$ cat config.mk
export PLATFORM = sky130hd
export DESIGN_NAME = hazard_ctrl_flat
export DESIGN_NICKNAME = d
export VERILOG_FILES = /design/src/rtl/hazard_ctrl_pkg.sv /design/src/rtl/hazard_ctrl_if.sv /design/src/rtl/hazard_ctrl_src_check.sv /design/src/rtl/hazard_ctrl.sv /design/src/flat_wrapper.sv
export SDC_FILE = /design/constraint.sdc
export NUM_CORES = 1
export LEC_CHECK = 0
export BUFFER_PORTS_ARGS = -buffer_cell sky130_fd_sc_hd__buf_2
export CORE_ASPECT_RATIO = 1.75
export CORE_UTILIZATION = 45
export CTS_BUF_LIST = sky130_fd_sc_hd__clkbuf_8
export DETAILED_ROUTE_END_ITERATION = 12
export PLACE_DENSITY = 0.8
export SLEW_MARGIN = 10
export SYNTH_ARGS = -nofsm -noshare
export SYNTH_HDL_FRONTEND = slang
export SYNTH_HIERARCHICAL = 1
export SYNTH_SLANG_ARGS = --single-unit
export TNS_END_PERCENT = 100
$ cat constraint.sdc
create_clock -name clk -period 2.7 [get_ports clk]
set_input_delay 0.54 -clock clk [delete_from_list [all_inputs] [get_ports clk]]
set_output_delay 0.54 -clock clk [all_outputs]
set_load 0.005 [all_outputs]
$ cat src/rtl/hazard_ctrl_pkg.sv
// Shared pipeline types for the hazard controller: forwarding selects,
// scoreboard slot layout and the register address width.
package hazard_ctrl_pkg;

    localparam int REG_ADDR_W = 5;

    typedef enum logic [1:0] {
        FWD_REGFILE = 2'd0,
        FWD_SLOT0   = 2'd1,
        FWD_SLOT1   = 2'd2
    } fwd_sel_t;

    typedef struct packed {
        logic                  valid;
        logic [REG_ADDR_W-1:0] rd;
        logic                  is_load;
    } sb_slot_t;

endpackage

$ cat src/rtl/hazard_ctrl_if.sv
// ID-stage to hazard-controller bundle: decoded operand info in,
// issue/stall decision and EX forwarding selects out.
interface hazard_ctrl_if
    import hazard_ctrl_pkg::*;
#(
    parameter int CNT_W = 16
);
    logic                  id_valid;
    logic [REG_ADDR_W-1:0] id_rs1_addr;
    logic                  id_rs1_en;
    logic [REG_ADDR_W-1:0] id_rs2_addr;
    logic                  id_rs2_en;
    logic [REG_ADDR_W-1:0] id_rd_addr;
    logic                  id_rd_en;
    logic                  id_rd_is_load;
    logic                  flush;
    logic                  stall;
    logic                  issue;
    fwd_sel_t              fwd_sel_a;
    fwd_sel_t              fwd_sel_b;
    logic [31:0]           busy_mask;
    logic [CNT_W-1:0]      stall_count;

    modport master (
        output id_valid, id_rs1_addr, id_rs1_en, id_rs2_addr, id_rs2_en,
               id_rd_addr, id_rd_en, id_rd_is_load, flush,
        input  stall, issue, fwd_sel_a, fwd_sel_b, busy_mask, stall_count
    );

    modport slave (
        input  id_valid, id_rs1_addr, id_rs1_en, id_rs2_addr, id_rs2_en,
               id_rd_addr, id_rd_en, id_rd_is_load, flush,
        output stall, issue, fwd_sel_a, fwd_sel_b, busy_mask, stall_count
    );

endinterface

$ cat src/rtl/hazard_ctrl_src_check.sv
// Per-source RAW check against the scoreboard slots; the youngest matching
// slot alone decides between forwarding and stalling.
module hazard_src_check
    import hazard_ctrl_pkg::*;
#(
    parameter int WB_LATENCY = 2,
    parameter int FWD_EN     = 1
) (
    input  logic [REG_ADDR_W-1:0]       rs_addr_i,
    input  logic                        rs_en_i,
    input  sb_slot_t [WB_LATENCY-1:0]   slots_i,
    output logic                        stall_req_o,
    output fwd_sel_t                    fwd_sel_o
);

    // Walk oldest to youngest so a younger match overrides any older one.
    always_comb begin
        stall_req_o = 1'b0;
        fwd_sel_o   = FWD_REGFILE;
        for (int k = WB_LATENCY - 1; k >= 0; k--) begin
            if (rs_en_i && (rs_addr_i != '0) && slots_i[k].valid &&
                (slots_i[k].rd == rs_addr_i)) begin
                stall_req_o = 1'b1;
                fwd_sel_o   = FWD_REGFILE;
                if (FWD_EN != 0) begin
                    if ((k == 0) && !slots_i[k].is_load) begin
                        stall_req_o = 1'b0;
                        fwd_sel_o   = FWD_SLOT0;
                    end else if (k == 1) begin
                        stall_req_o = 1'b0;
                        fwd_sel_o   = FWD_SLOT1;
                    end
                end
            end
        end
    end

endmodule

$ cat src/rtl/hazard_ctrl.sv
// Decode/execute hazard controller: scoreboard shift pipe of in-flight
// destinations, issue/stall/flush decision and operand forwarding selects.
module hazard_ctrl
    import hazard_ctrl_pkg::*;
#(
    parameter int WB_LATENCY = 2,
    parameter int FWD_EN     = 1,
    parameter int CNT_W      = 16
) (
    input  logic         clk,
    input  logic         reset_n,
    hazard_ctrl_if.slave hz
);

    sb_slot_t [WB_LATENCY-1:0] slot_q, slot_d;
    logic [CNT_W-1:0]          stall_cnt_q, stall_cnt_d;
    logic                      stall_a, stall_b;
    fwd_sel_t                  sel_a, sel_b;
    logic                      id_live, stall, issue;
    logic [31:0]               busy_mask;

    hazard_src_check #(.WB_LATENCY(WB_LATENCY), .FWD_EN(FWD_EN)) u_src_a (
        .rs_addr_i   (hz.id_rs1_addr),
        .rs_en_i     (hz.id_rs1_en),
        .slots_i     (slot_q),
        .stall_req_o (stall_a),
        .fwd_sel_o   (sel_a)
    );

    hazard_src_check #(.WB_LATENCY(WB_LATENCY), .FWD_EN(FWD_EN)) u_src_b (
        .rs_addr_i   (hz.id_rs2_addr),
        .rs_en_i     (hz.id_rs2_en),
        .slots_i     (slot_q),
        .stall_req_o (stall_b),
        .fwd_sel_o   (sel_b)
    );

    // Flush dominates: a killed instruction neither stalls nor issues.
    assign id_live = hz.id_valid && !hz.flush;
    assign stall   = id_live && (stall_a || stall_b);
    assign issue   = id_live && !stall;

    always_comb begin
        slot_d[0] = '{valid:   issue && hz.id_rd_en && (hz.id_rd_addr != '0),
                      rd:      hz.id_rd_addr,
                      is_load: hz.id_rd_is_load};
        for (int k = 1; k < WB_LATENCY; k++) begin
            slot_d[k] = slot_q[k-1];
        end
    end

    always_comb begin
        stall_cnt_d = stall_cnt_q;
        if (stall && !(&stall_cnt_q)) begin
            stall_cnt_d = stall_cnt_q + CNT_W'(1);
        end
    end

    always_comb begin
        busy_mask = '0;
        for (int k = 0; k < WB_LATENCY; k++) begin
            if (slot_q[k].valid) begin
                busy_mask[slot_q[k].rd] = 1'b1;
            end
        end
        busy_mask[0] = 1'b0;
    end

    always_ff @(posedge clk or negedge reset_n) begin
        if (!reset_n) begin
            slot_q      <= '0;
            stall_cnt_q <= '0;
        end else begin
            slot_q      <= slot_d;
            stall_cnt_q <= stall_cnt_d;
        end
    end

    assign hz.stall       = stall;
    assign hz.issue       = issue;
    assign hz.fwd_sel_a   = issue ? sel_a : FWD_REGFILE;
    assign hz.fwd_sel_b   = issue ? sel_b : FWD_REGFILE;
    assign hz.busy_mask   = busy_mask;
    assign hz.stall_count = stall_cnt_q;

endmodule
$ cat src/flat_wrapper.sv
// flat-port wrapper written by rule: the top's interface ports become plain ports
module hazard_ctrl_flat import hazard_ctrl_pkg::*;
#(
    parameter int WB_LATENCY = 2,
    parameter int FWD_EN     = 1,
    parameter int CNT_W      = 16
)
  (clk, reset_n, hz_id_valid, hz_id_rs1_addr, hz_id_rs1_en, hz_id_rs2_addr, hz_id_rs2_en, hz_id_rd_addr, hz_id_rd_en, hz_id_rd_is_load, hz_flush, hz_stall, hz_issue, hz_fwd_sel_a, hz_fwd_sel_b, hz_busy_mask, hz_stall_count);
  hazard_ctrl_if #(.CNT_W(CNT_W)) hz_i ();
  input  logic clk;
  input  logic reset_n;
  input wire logic [$bits(hz_i.id_valid)-1:0] hz_id_valid;
  input wire logic [$bits(hz_i.id_rs1_addr)-1:0] hz_id_rs1_addr;
  input wire logic [$bits(hz_i.id_rs1_en)-1:0] hz_id_rs1_en;
  input wire logic [$bits(hz_i.id_rs2_addr)-1:0] hz_id_rs2_addr;
  input wire logic [$bits(hz_i.id_rs2_en)-1:0] hz_id_rs2_en;
  input wire logic [$bits(hz_i.id_rd_addr)-1:0] hz_id_rd_addr;
  input wire logic [$bits(hz_i.id_rd_en)-1:0] hz_id_rd_en;
  input wire logic [$bits(hz_i.id_rd_is_load)-1:0] hz_id_rd_is_load;
  input wire logic [$bits(hz_i.flush)-1:0] hz_flush;
  output wire logic [$bits(hz_i.stall)-1:0] hz_stall;
  output wire logic [$bits(hz_i.issue)-1:0] hz_issue;
  output wire logic [$bits(hz_i.fwd_sel_a)-1:0] hz_fwd_sel_a;
  output wire logic [$bits(hz_i.fwd_sel_b)-1:0] hz_fwd_sel_b;
  output wire logic [$bits(hz_i.busy_mask)-1:0] hz_busy_mask;
  output wire logic [$bits(hz_i.stall_count)-1:0] hz_stall_count;
  assign hz_i.id_valid = hz_id_valid;
  assign hz_i.id_rs1_addr = hz_id_rs1_addr;
  assign hz_i.id_rs1_en = hz_id_rs1_en;
  assign hz_i.id_rs2_addr = hz_id_rs2_addr;
  assign hz_i.id_rs2_en = hz_id_rs2_en;
  assign hz_i.id_rd_addr = hz_id_rd_addr;
  assign hz_i.id_rd_en = hz_id_rd_en;
  assign hz_i.id_rd_is_load = hz_id_rd_is_load;
  assign hz_i.flush = hz_flush;
  assign hz_stall = hz_i.stall;
  assign hz_issue = hz_i.issue;
  assign hz_fwd_sel_a = hz_i.fwd_sel_a;
  assign hz_fwd_sel_b = hz_i.fwd_sel_b;
  assign hz_busy_mask = hz_i.busy_mask;
  assign hz_stall_count = hz_i.stall_count;
  hazard_ctrl #(.WB_LATENCY(WB_LATENCY), .FWD_EN(FWD_EN), .CNT_W(CNT_W)) u_core (.clk(clk), .reset_n(reset_n), .hz(hz_i));
endmodule
; ---- Word level (Yosys, flattened, before mapping)
; Index checks and enable logic that the tools add are counted.
[word_totals]
output_inout_bits = 54
ram_bits = 0
input_bits = 23
reg_bits = 29
rom_bits = 0
wordCells = 58
latch_bits = 0
memories = 0
[op_classes]
multipliers = 0
bitwise_logic = 1
n_reduce_logical = 26
muxes = 16
shifts = 0
n_addsub = 1
order_cmp = 4
n_eq_ne = 4
n_div = 0
[ops]
columns = operator, count
row1 = 32-bit 2-to-1 mux, 2
row2 = 32-bit OR, 1
row3 = 5-bit equality test, 4
row4 = 1-bit logical AND, 18
row5 = "16-bit by 1-bit adder with 16-bit output, second input constant", 1
row6 = 16-bit AND reduction, 1
row7 = 5-bit nonzero test, 3
row8 = "5-bit by 6-bit less-than comparator with 1-bit output, second input constant", 2
row9 = 2-bit 2-to-1 mux, 6
row10 = 1-bit demux with 5-bit select, 2
row11 = "5-bit by 1-bit greater-or-equal comparator with 1-bit output, second input constant", 2
row12 = 1-bit 2-to-1 mux, 6
row13 = 1-bit zero test, 3
row14 = 1-bit logical OR, 1

; ---- Depth between registers and ports, before layout
[depth]
depth_word = 11
ltp_mapped = 8
mapped_depth_nobuf = 8

; ---- Cells and area by module
; The synthesis kept the hierarchy.
[by_module_without_submodules]
columns = module, cells_per_inst, seq_area_each_um2, instances, area_each_um2
row1 = hazard_ctrl, 160, 750.7, 1, 1617.8
row2 = hazard_src_check, 20, 0.0, 2, 168.9

; ---- Least setup slack after synthesis
; OpenSTA, ideal clock, no wires.
[synth_timing]
path_kind = input port to flip-flop
startpoint = in hz_id_rs2_addr[0]
endpoint = reg u_core.stall_cnt_q[12] (netlist: u_core/hz.stall_count[12])
path_slack_ns = 0.187
cell_stages = 8
arrival_ns = 2.389
setup_ns = 0.125
path_buffers = 0
path_cell_list = or4_4 > o21ai_4 > nor3_2 > and2_1 > o21ai_1 > inv_1 > nand3_1 > mux2_2
[synth_between]
elab_chain_len = 8
word_cells_on_any_way = 9
classes_between = eq/ne (1) / mux (1) / reduce/logical (7)
[synth_rtl]
columns = element, line
row1 = start: declaration, flat_wrapper.sv:15  ; input wire logic [$bits(hz_i.id_rs2_addr)-1:0] hz_id_rs2_addr;
row2 = 5-bit nonzero test, hazard_ctrl_src_check.sv:21  ; if (rs_en_i && (rs_addr_i != '0) && slots_i[k].valid &&
row3 = 1-bit logical AND (2 in series), hazard_ctrl_src_check.sv:21
row4 = 1-bit logical AND (*), hazard_ctrl_src_check.sv:21
row5 = 1-bit 2-to-1 mux (*), hazard_ctrl_src_check.sv:21
row6 = via u_core.stall_b, hazard_ctrl.sv:17  ; logic stall_a, stall_b;
row7 = 1-bit logical OR (*), hazard_ctrl.sv:40  ; assign stall = id_live && (stall_a || stall_b);
row8 = 1-bit logical AND (*), hazard_ctrl.sv:40
row9 = via hz_stall, flat_wrapper.sv:21  ; output wire logic [$bits(hz_i.stall)-1:0] hz_stall;
row10 = 1-bit logical AND (*), hazard_ctrl.sv:54  ; if (stall && !(&stall_cnt_q)) begin
row11 = end signal: assignment, hazard_ctrl.sv:75  ; stall_cnt_q <= stall_cnt_d;
row12 = end: declaration, hazard_ctrl.sv:16  ; logic [CNT_W-1:0] stall_cnt_q, stall_cnt_d;
; The timed path passes the listed nets; every way through them passes the cells marked *.
; A chain may end at the register's enable or synchronous reset.

; ---- Worst setup path in the final report
[layout_timing]
startpoint = in hz_id_rs2_addr[0]
endpoint = out hz_fwd_sel_a[1]
[layout_between]
elab_chain_len = 10
word_cells_on_any_way = 11
classes_between = eq/ne (1) / mux (2) / reduce/logical (8)
[layout_rtl]
columns = element, line
row1 = 5-bit nonzero test, hazard_ctrl_src_check.sv:21
row2 = 1-bit logical AND (2 in series), hazard_ctrl_src_check.sv:21
row3 = 1-bit logical AND (*), hazard_ctrl_src_check.sv:21
row4 = 1-bit 2-to-1 mux (*), hazard_ctrl_src_check.sv:21
row5 = via u_core.stall_b, hazard_ctrl.sv:17
row6 = 1-bit logical OR (*), hazard_ctrl.sv:40
row7 = 1-bit logical AND (*), hazard_ctrl.sv:40
row8 = 1-bit zero test (*), hazard_ctrl.sv:41  ; assign issue = id_live && !stall;
row9 = 1-bit logical AND (*), hazard_ctrl.sv:41
row10 = 2-bit 2-to-1 mux (*), hazard_ctrl.sv:81  ; assign hz.fwd_sel_a = issue ? sel_a : FWD_REGFILE;
row11 = end: declaration, flat_wrapper.sv:23  ; output wire logic [$bits(hz_i.fwd_sel_a)-1:0] hz_fwd_sel_a;
; Marked as above.

==> out/summary.txt <==
final number of setup-violating endpoints - 0
Clk pin slew, worst setup/hold paths - 60 ps
DR iter-0 viols - 40
Leak Pwr - 1.22 nW
setup bufs post-CTS - 0
gpl congestion - 0.889
total die area - 0.00457 mm²
total CTS buffers - 5
via count - 2003
Rel. slew slack - 0.584
All-Layer GR Usage - 0.240
Psw - 0.235 mW
Routed WL - 5.29 mm
vias in the first global route - 1791
power share of the clock group - 0.375
Critical Path End Type - primary output
routed len/inst - 15.8 µm
status - completed
Net Sw Frac - 0.252
Net Count, Synth - 223
unrepaired setup endpoints after global routing - true
Peak VDD IR - 382 µV
final global-route overflow total - 0
max-slew violation count - 0
Worst Tran Pin Value - 624 ps
logic gate share of total power - 0.122
H-tree depth reported by CTS - 2
most frequent cells in the layout - 75 x buf_2, 31 x o22ai_1, 29 x dfrtp_1
Die H - 88.7 µm
cts-stage hold buffer count - 0
peak fanout along the critical path - 5
Max Freq - 0.376 GHz
core area - 0.00411 mm²
largest net degree at the start of global routing - 30
Initial Util - 0.470
Port Buf Inserts - 75
DP Area - 0.00241 mm²
fin crit period - 2660 ps
I/O pin cnt - 77
Final Hold Viols - 0
cell count after synthesis - 199
row cnt - 31
Fin Hold WS - 274 ps
most common cell after layout, fill and taps aside - buf_2
Worst Setup Path Type - in -> out
die extent in x - 51.5 µm
internal power - 0.696 mW
root buffer cell - clkbuf_8
Post-Syn Area - 0.00193 mm²
remaining routing DRC violations - 0
Critical Path AT - 2120 ps
final setup TNS - 0 ps
area grow syn2layout - 29.3%
fraction of layout cells with a size suffix above 1 - 0.382
Final HPWL DP - 4.05 mm
post-route antenna net violation count - 0
syn avg cell area - 9.70 µm²
MaxCap Viol Count - 0
antenna violations before repair - 0
diode count - 0
fin crit share - 0.984
Critical Path Source Type - input pin
HP Class - in -> async
Syn. warnings - 6
Flop pwr share - 0.503
first-pass GRT wire length - 8.19 mm
drt via density - 6.00
clock buffer depth - 2
CTS tree - done
source-to-sink clock delay at the later pin of the worst-skew pair - 280 ps
clk sink count - 29
DRT Pass-1 Iters - 4
clk_skew - 4.72 ps
required time worst endpoint - 2160 ps
final instance area - 0.00250 mm²
pwr dens - 373 mW/mm²
Post-layout nets - 309
## repair_timing
item / 4_1_cts / 5_1_grt
endpoints found under the hold margin: 0 / 0
resized for setup: 1 / 0
endpoints found under the setup margin: 4 / 2
## critical path, stage by stage
cell and delay (ps):
buf_2 120, or4_4 550, o21ai_4 150, nor3_2 70, and2_1 190, nor2_2 200, and3_1 190, buf_2 110
## path summary, 6_finish.rpt
kind	from	end	slack [ps]	cells past startpoint
min in group clk	hz_id_rd_is_load	u_core/slot_d[7]$_DFF_PN0_	370	1
hold / removal	reset_n	u_core/hz.stall_count[8]$_DFFE_PN0P_	270	1
setup reg to reg	u_core/slot_d[11]$_DFF_PN0_	u_core/hz.stall_count[15]$_DFFE_PN0P_	230	8
max in group asynchronous	reset_n	u_core/hz.stall_count[1]$_DFFE_PN0P_	2010	1
hold reg to reg	u_core/hz.stall_count[15]$_DFFE_PN0P_	u_core/hz.stall_count[15]$_DFFE_PN0P_	480	1
setup / recovery	hz_id_rs2_addr[0]	hz_fwd_sel_a[1]	40	8
## through the flow
step / power (mW) / util / cells / setup slack, ps
6_report: 0.930 / 0.607 / 334 / 43.2
5_1_grt: 0.975 / 0.607 / 334 / -8.30
4_1_cts: 0.942 / 0.607 / 334 / 40.6
3_5_place_dp: 0.587 / 0.586 / 327 / -1.85
3_3_place_gp: 0.584 / 0.586 / 327 / 30.1
2_1_floorplan: 0.528 / - / 199 / 187
## power by group through the flow
stage / sequential, mW / combinational [mW] / clock (mW)
after global routing: 0.470 / 0.124 / 0.382
after floorplan: 0.469 / 0.0586 / 0
after detailed placement: 0.475 / 0.113 / 0
after global placement: 0.474 / 0.110 / 0
final: 0.468 / 0.114 / 0.349
after CTS: 0.467 / 0.113 / 0.362
## final cells by class
| class | count | area (µm²) |
|---|---|---|
| repair buffers | 83 | 435 |
| clock buffers | 6 | 82.6 |
| fillers | 388 | 1620 |
| inverters | 2 | 7.51 |
| well taps | 49 | 61.3 |
| clock inverters | 1 | 3.75 |
| multi-input cells | 164 | 1180 |
| flip-flops and latches | 29 | 726 |
## sequential cells by signal, indices dropped and copies added (netlist names)
register and cells:
u_core/hz.stall_count 16, u_core/slot_d 7, u_core/slot_q 6
## routing by layer
layer,vias up,part of all wire,track usage
met5,-,0,0
met4,0,0.022,0.125
met3,13,0.066,0.0498
met2,105,0.54,0.430
met1,964,0.37,0.258
li1,921,-,-
(Power assumes the default switching activity.)
